`src/rtl/iob_sync_assim_fifo_w_big.sv`:
```
// iob_sync_assim_fifo_w_big
//   Single-clock asymmetric FIFO, wide write / narrow read. Every accepted
//   write word is split into RATIO = W_DATA_W/R_DATA_W narrow words. They are
//   read out one per accepted read, least-significant slice first.
//
// Ports
//   clk       in   system clock, rising edge
//   rst       in   synchronous active-high reset
//   w_en      in   write request (ignored while full)
//   data_in   in   W_DATA_W write word
//   full      out  no room for one more wide word
//   r_en      in   read request (ignored while empty)
//   data_out  out  R_DATA_W registered read data, valid one cycle after accept
//   empty     out  no narrow word stored
//   level     out  occupancy in narrow words
module iob_sync_assim_fifo_w_big #(
    parameter int W_DATA_W = 16,
    parameter int R_DATA_W = 8,
    parameter int ADDR_W   = 4,
    localparam int RATIO   = W_DATA_W / R_DATA_W,
    localparam int LR      = $clog2(RATIO),
    localparam int AW      = ADDR_W + LR,
    localparam int LVL_W   = AW + 1
) (
    input  logic                clk,
    input  logic                rst,
    input  logic                w_en,
    input  logic [W_DATA_W-1:0] data_in,
    output logic                full,
    input  logic                r_en,
    output logic [R_DATA_W-1:0] data_out,
    output logic                empty,
    output logic [LVL_W-1:0]    level
);
    localparam int CAP = 2 ** AW;

    logic [R_DATA_W-1:0] r_mem [CAP];
    logic [ADDR_W-1:0]   r_wptr;
    logic [AW-1:0]       r_rptr;
    logic [LVL_W-1:0]    r_level;
    logic                r_full;
    logic                r_empty;
    logic [R_DATA_W-1:0] r_data_out;

    logic                w_wr_ok;
    logic                w_rd_ok;
    logic [AW-1:0]       w_wbase;
    logic [LVL_W-1:0]    w_level_nxt;

    // Requests are qualified by the registered flags only, so a read can never
    // see data that is being written at the same edge.
    assign w_wr_ok = w_en & ~r_full;
    assign w_rd_ok = r_en & ~r_empty;

    // Narrow-word address of slice 0 of the current wide slot, i.e. {wptr, 0}.
    // Shifting instead of concatenating keeps RATIO = 1 legal (no zero-width
    // slice index).
    assign w_wbase = AW'(r_wptr) << LR;

    always_comb begin
        w_level_nxt = r_level;
        if (w_wr_ok) w_level_nxt = w_level_nxt + LVL_W'(RATIO);
        if (w_rd_ok) w_level_nxt = w_level_nxt - LVL_W'(1);
    end

    // Storage is not cleared by reset; only pointers and level define contents.
    always_ff @(posedge clk) begin
        if (!rst && w_wr_ok) begin
            for (int i = 0; i < RATIO; i++) begin
                r_mem[w_wbase + AW'(i)] <= data_in[i*R_DATA_W +: R_DATA_W];
            end
        end
    end

    always_ff @(posedge clk) begin
        if (rst) begin
            r_wptr     <= '0;
            r_rptr     <= '0;
            r_level    <= '0;
            r_empty    <= 1'b1;
            r_full     <= 1'b0;
            r_data_out <= '0;
        end else begin
            if (w_wr_ok) r_wptr <= r_wptr + ADDR_W'(1);
            if (w_rd_ok) begin
                r_rptr     <= r_rptr + AW'(1);
                r_data_out <= r_mem[r_rptr];
            end
            r_level <= w_level_nxt;
            // Flags come from the next level so they line up with level.
            r_empty <= (w_level_nxt == '0);
            r_full  <= (w_level_nxt > LVL_W'(CAP - RATIO));
        end
    end

    assign full     = r_full;
    assign empty    = r_empty;
    assign level    = r_level;
    assign data_out = r_data_out;

endmodule

```
`config.mk`:
```
export PLATFORM = sky130hd
export DESIGN_NAME = iob_sync_assim_fifo_w_big
export DESIGN_NICKNAME = d
export VERILOG_FILES = /design/src/rtl/iob_sync_assim_fifo_w_big.sv
export SDC_FILE = /design/constraint.sdc
export NUM_CORES = 1
export LEC_CHECK = 0
export ABC_AREA = 1
export CORE_MARGIN = 2
export CORE_UTILIZATION = 52
export DETAILED_ROUTE_END_ITERATION = 8
export PLACE_DENSITY = 0.69
export SYNTH_ARGS = -nofsm -noshare
export SYNTH_HDL_FRONTEND = slang
export SYNTH_SLANG_ARGS = --single-unit
```
`constraint.sdc`:
```
create_clock -name clk -period 5.82 [get_ports clk]
set_input_delay 1.164 -clock clk [delete_from_list [all_inputs] [get_ports clk]]
set_output_delay 1.164 -clock clk [all_outputs]
set_load 0.05 [all_outputs]
```
* Word-level counts from Yosys, hierarchy flattened
Memory sizes are Yosys's and may differ from the RTL's. A register that Yosys moved wholly into a read port is not among the register bits. Index checks and enable logic that the tools add are counted. W data, S select, Z words.
Storage, ports and cells: bits in registers 17, memory bits (writable) 256, bits of input ports 20, output and inout bits 16, logic and storage cells 23, memories kept 1
Memory list:
- r_mem | words 32, width 8, rd ports 1, clocked after Yosys merged registers in 1, write ports 2, RTL line 37 | logic [R_DATA_W-1:0] r_mem [CAP];
Operators by class: add/subtract/negate cells 5, order comparisons 1, muxes and demuxes 4, bitwise logic cells 4, reduce and logical (&&, ||, !) cells 3
Operators by type and width (number):
- $mux W6 | 2
- $add A5 B1 Y5 const B | 2
- $add A6 B2 Y6 const B | 1
- $gt A6 B5 Y1 const B | 1
- $logic_not A6 Y1 | 1
- $sub A6 B1 Y6 const B | 1
- $add A4 B1 Y4 const B | 1
- $and A1 B1 Y1 | 2
- $mux W1 | 2
- $not A1 Y1 | 2
- $logic_and A1 B1 Y1 | 1
- $logic_not A1 Y1 | 1

* Logic depth before layout (Yosys ltp)
depth after elaboration 6, depth in mapped cells 14, depth with buffers taken out 14

* Worst setup path after synthesis
OpenSTA, ideal clock, no wires.
path kind input-to-reg, start point input w_en, end point memory r_mem[12][0], enable pin, library setup time 0.430 ns, arrival time 3.171 ns, data required time 5.390 ns, slack 2.219 ns, stages on the path 4, path buffers 0, cell sequence inv_1 -> nor2_4 -> nand3_1 -> nor4_1
RTL lines:
- from (decl) | RTL line 27 | input logic w_en,
- to (decl) | RTL line 37

==> results.txt <==
----------------------------------------------------
[STA]
  Post-Route Skew ... approximately 12 ps
  Number of hold violations in the final report ... 0
  Share of the clock period used by the worst path after layout ... 0.6477
  Max Clock Freq ... approximately 270 MHz
  RSZ-0062 raised after global routing ... false
  Final critical delay including setup and external delays ... between 3000 and 4000 ps
  Max-slew violation count ... 0
  Least-Margin Pin Slew ... between 1000 and 1500 ps
  Final-report setup violation count ... 0
  Total Negative Setup Slacks ... 0 ps
  Slew margin rel. ... 0.1339
  Final Worst Setup Slack ... 2051 ps

[Die]
  Core footprint ... between 20,000 and 25,000 µm²
  Total Die Area ... roughly 24,000 µm²
  Die Y ... between 150 and 200 µm
  Chip width ... ~160 µm
  Io pins ... 36
  Initial Util ... 0.5275
  Site Rows ... 55

[CTS]
  Depth of the CTS H-tree ... 1
  Cts hold-fix bufs ... 0
  Clock tree root buffer cell ... clkbuf_16
  Total clock buffers created by CTS ... 29
  Maximum clock insertion buffer count ... 3
  Post-CTS setup buffer count ... 0
  Clock tree from TritonCTS ... built
  Clk slew on worst S/H paths ... ~60 ps
  Clock latency of the later-clocked register in the worst-skew pair ... between 500 and 600 ps
  TritonCTS sink count ... about 280
  # resized after CTS ... 0

[Worst setup path]
  CP peak stage delay ... 1050 ps
  Data required time at the worst endpoint ... approximately 6000 ps
  Data arrival time at the worst-slack endpoint ... 3910 ps
  Startpoint Class ... input pin
  Kind of critical path ... in2reg
  CP delay by family, top ... simple AND/OR/NAND/NOR gates
  Setup slack of the most critical reg-to-reg path ... about 2700 ps
  Max stage delay cell, worst path ... nor3_2
  CP Buf/Inv Count ... 2
  Highest fanout seen on the critical path ... 20
  Critical-path cell list ... clkdlybuf4s50_1 -> inv_1 -> nand3_1 -> nor3_2
  Category of the worst setup path capture point ... flop

[Pwr]
  Lkg Pwr ... 5.251 nW
  Pwr/cell area ... between 300 and 400 nW/µm²
  Switching share of power ... 0.2892
  P_sw ... 1.408 mW
  Part of the total power dissipated in combinational logic ... 0.175
  Largest vdd supply drop ... roughly 0.00024 V
  Overall power consumption ... roughly 4.9 mW
  Register share of total power ... 0.480
  Pint ... 3.462 mW
  Share of power burned in the clock network ... 0.344

[Synthesis]
  Avg Inst Size Synth ... between 10 and 15 µm²
  Area of the mapped netlist ... roughly 12,000 µm²
  Most common library cells after synthesis ... nand2_1 (379), edfxtp_1 (256), nand3_1 (164), inv_1 (124), nor2_1 (78)
  FF+latch count, synth ... between 200 and 300
  Most area-consuming cells after synthesis ... edfxtp_1 (65%), nand2_1 (12%), nand3_1 (6.9%)
  Number of standard cells after synthesis ... between 1,000 and 1,500
  Number of nets produced by synthesis ... around 1,200
  Sequential element share of the synthesized area ... 0.6877
  Number of enable-type register cells in the synthesized netlist ... roughly 260
  Largest area contributor in the synthesized netlist ... edfxtp_1
  Most common cell in the synthesized netlist ... nand2_1
  Synth async-reset ratio ... 0
  Area share of the largest cell type after synthesis ... 0.6456
  Number of synthesis warnings ... 0
  Yosys cell types ... 26
  Top FF cell, synth ... edfxtp_1

[Final layout]
  Number of nets at the end of the flow ... 1,210
  Diodes inserted ... 0
  Final cell count without fillers ... approximately 1,500
  Fraction of layout instances using a drive strength above 1 ... 0.05795
  Layout overhead on the synthesized area ... 12.14%
  Finished Cell Area ... between 10,000 and 15,000 µm²

[Place]
  Global placer's final weighted congestion ... between 0.8 and 0.9
  Port Buffers ... 35
  Placed inst area ... around 12,000 µm²
  Instance count after placement with tap cells included ... ~1,400
  Post-placement setup slack ... between 1500 and 2000 ps
  Detail Placement HPWL ... ~16,000 µm

[GRT]
  Largest net degree at the start of global routing ... a little under 80
  Overall overflow remaining after global route ... 0
  Antenna violations before repair ... 3
  Wire length of the first global-routing pass ... 42,210 µm
  Vias in the first global route ... 7,313
  GR Util All Layers ... 0.2349

[Drt]
  Router iterations before antenna repair ... 5
  Total length of routed wires ... 28,150 µm
  Ratio of routed vias to standard cells ... 5.323
  Remaining DRCs ... 0
  DR WL/cell ... between 15 and 20 µm
  ANT nets after route ... 0
  Routed vias ... approximately 7,900
  Number of DRC markers after the initial detailed-route iteration ... approximately 910

[Hold path]
  Class of the tightest hold or removal check ... reg2reg

[Job]
  Max-capacitance violation count ... 0

[Outcome]
  Run status ... completed

----------------------------------------------------
==> cell usage in the layout, fill, tap and decap left out, types with 5 or more instances in the layout <==
| master | count |
|---|---|
| nand2_1 | 379 |
| edfxtp_1 | 256 |
| nand3_1 | 164 |
| inv_1 | 123 |
| nor2_1 | 78 |
| clkdlybuf4s50_1 | 35 |
| a21oi_1 | 31 |
| clkbuf_16 | 29 |
| dfxtp_1 | 23 |
| buf_4 | 16 |
| o21ai_0 | 15 |
| clkbuf_1 | 12 |
| clkinv_2 | 7 |
| clkinv_1 | 5 |
==> state kept, by name (all words and copies together) (netlist names) <==
signal and count:
full 1, data_out 8, r_mem 256, r_rptr 5, empty 1, r_wptr 4, level 6
==> per-layer routing <==
layer | global-route usage | share of wire
met5 | 0 | 0
met4 | 0.05767 | 0.024
met3 | 0.02869 | 0.078
met2 | 0.3966 | 0.48
met1 | 0.3289 | 0.42
==> cells by family (layout without fill, tap and decap cells) <==
kind of cell,after synthesis,after routing,synth area share
fa+ha+maj,4,4,0.004204
simple gates,634,634,0.2198
xor+xnor,5,5,0.003679
flops,281,281,0.6877
buf+inv,184,235,0.06368
compound gates,49,49,0.02091
==> power groups by stage <==
| stage | clock (mW) | sequential (mW) | combinational [mW] |
|---|---|---|---|
| after floorplan | 0 | 2.42 | 0.544 |
| after global placement | 0 | 2.38 | 0.843 |
| after detailed placement | 0 | 2.38 | 0.851 |
| after CTS | 1.70 | 2.34 | 0.857 |
| after global routing | 1.79 | 2.34 | 0.951 |
| final | 1.68 | 2.34 | 0.854 |
==> worst reg2reg max path, stage by stage (launching register included) <==
cell and delay [ps]:
dfxtp_4 910, clkinv_2 580, buf_4 530, nand2_1 190
nand3_1 130, nand3_1 140, nand2_1 60, nor2_1 170
nand2_1 110, nand3_1 120, a21oi_1 70
==> path summary, 6_finish.rpt <==
path | to | depth (start not counted) | startpoint
max | r_mem[20][4] | 4 | rst
min | data_out[4] | 2 | data_out[4]
max reg2reg | data_out[4] | 10 | r_rptr[0]
min reg2reg | data_out[4] | 2 | data_out[4]
==> stage by stage <==
stage | util | hold slack (ps)
after global placement | 0.5535 | 459.2
after floorplan | - | 490.9
after detailed placement | 0.5535 | 461.0
final | 0.5915 | 470.8
after CTS | 0.5915 | 471.4
after global routing | 0.5915 | 506.2
==> area by class of cell <==
cell class / count / area, µm²
clock buffers: 44 / 812.0
clock inverters: 9 / 45.04
fillers: 1903 / 9220
inverters: 131 / 493.0
multi-input cells: 692 / 2982
flip-flops and latches: 281 / 8193
well taps: 285 / 356.6
repair buffers: 51 / 470.5
No activity file was read; power rests on OpenSTA's default activity.
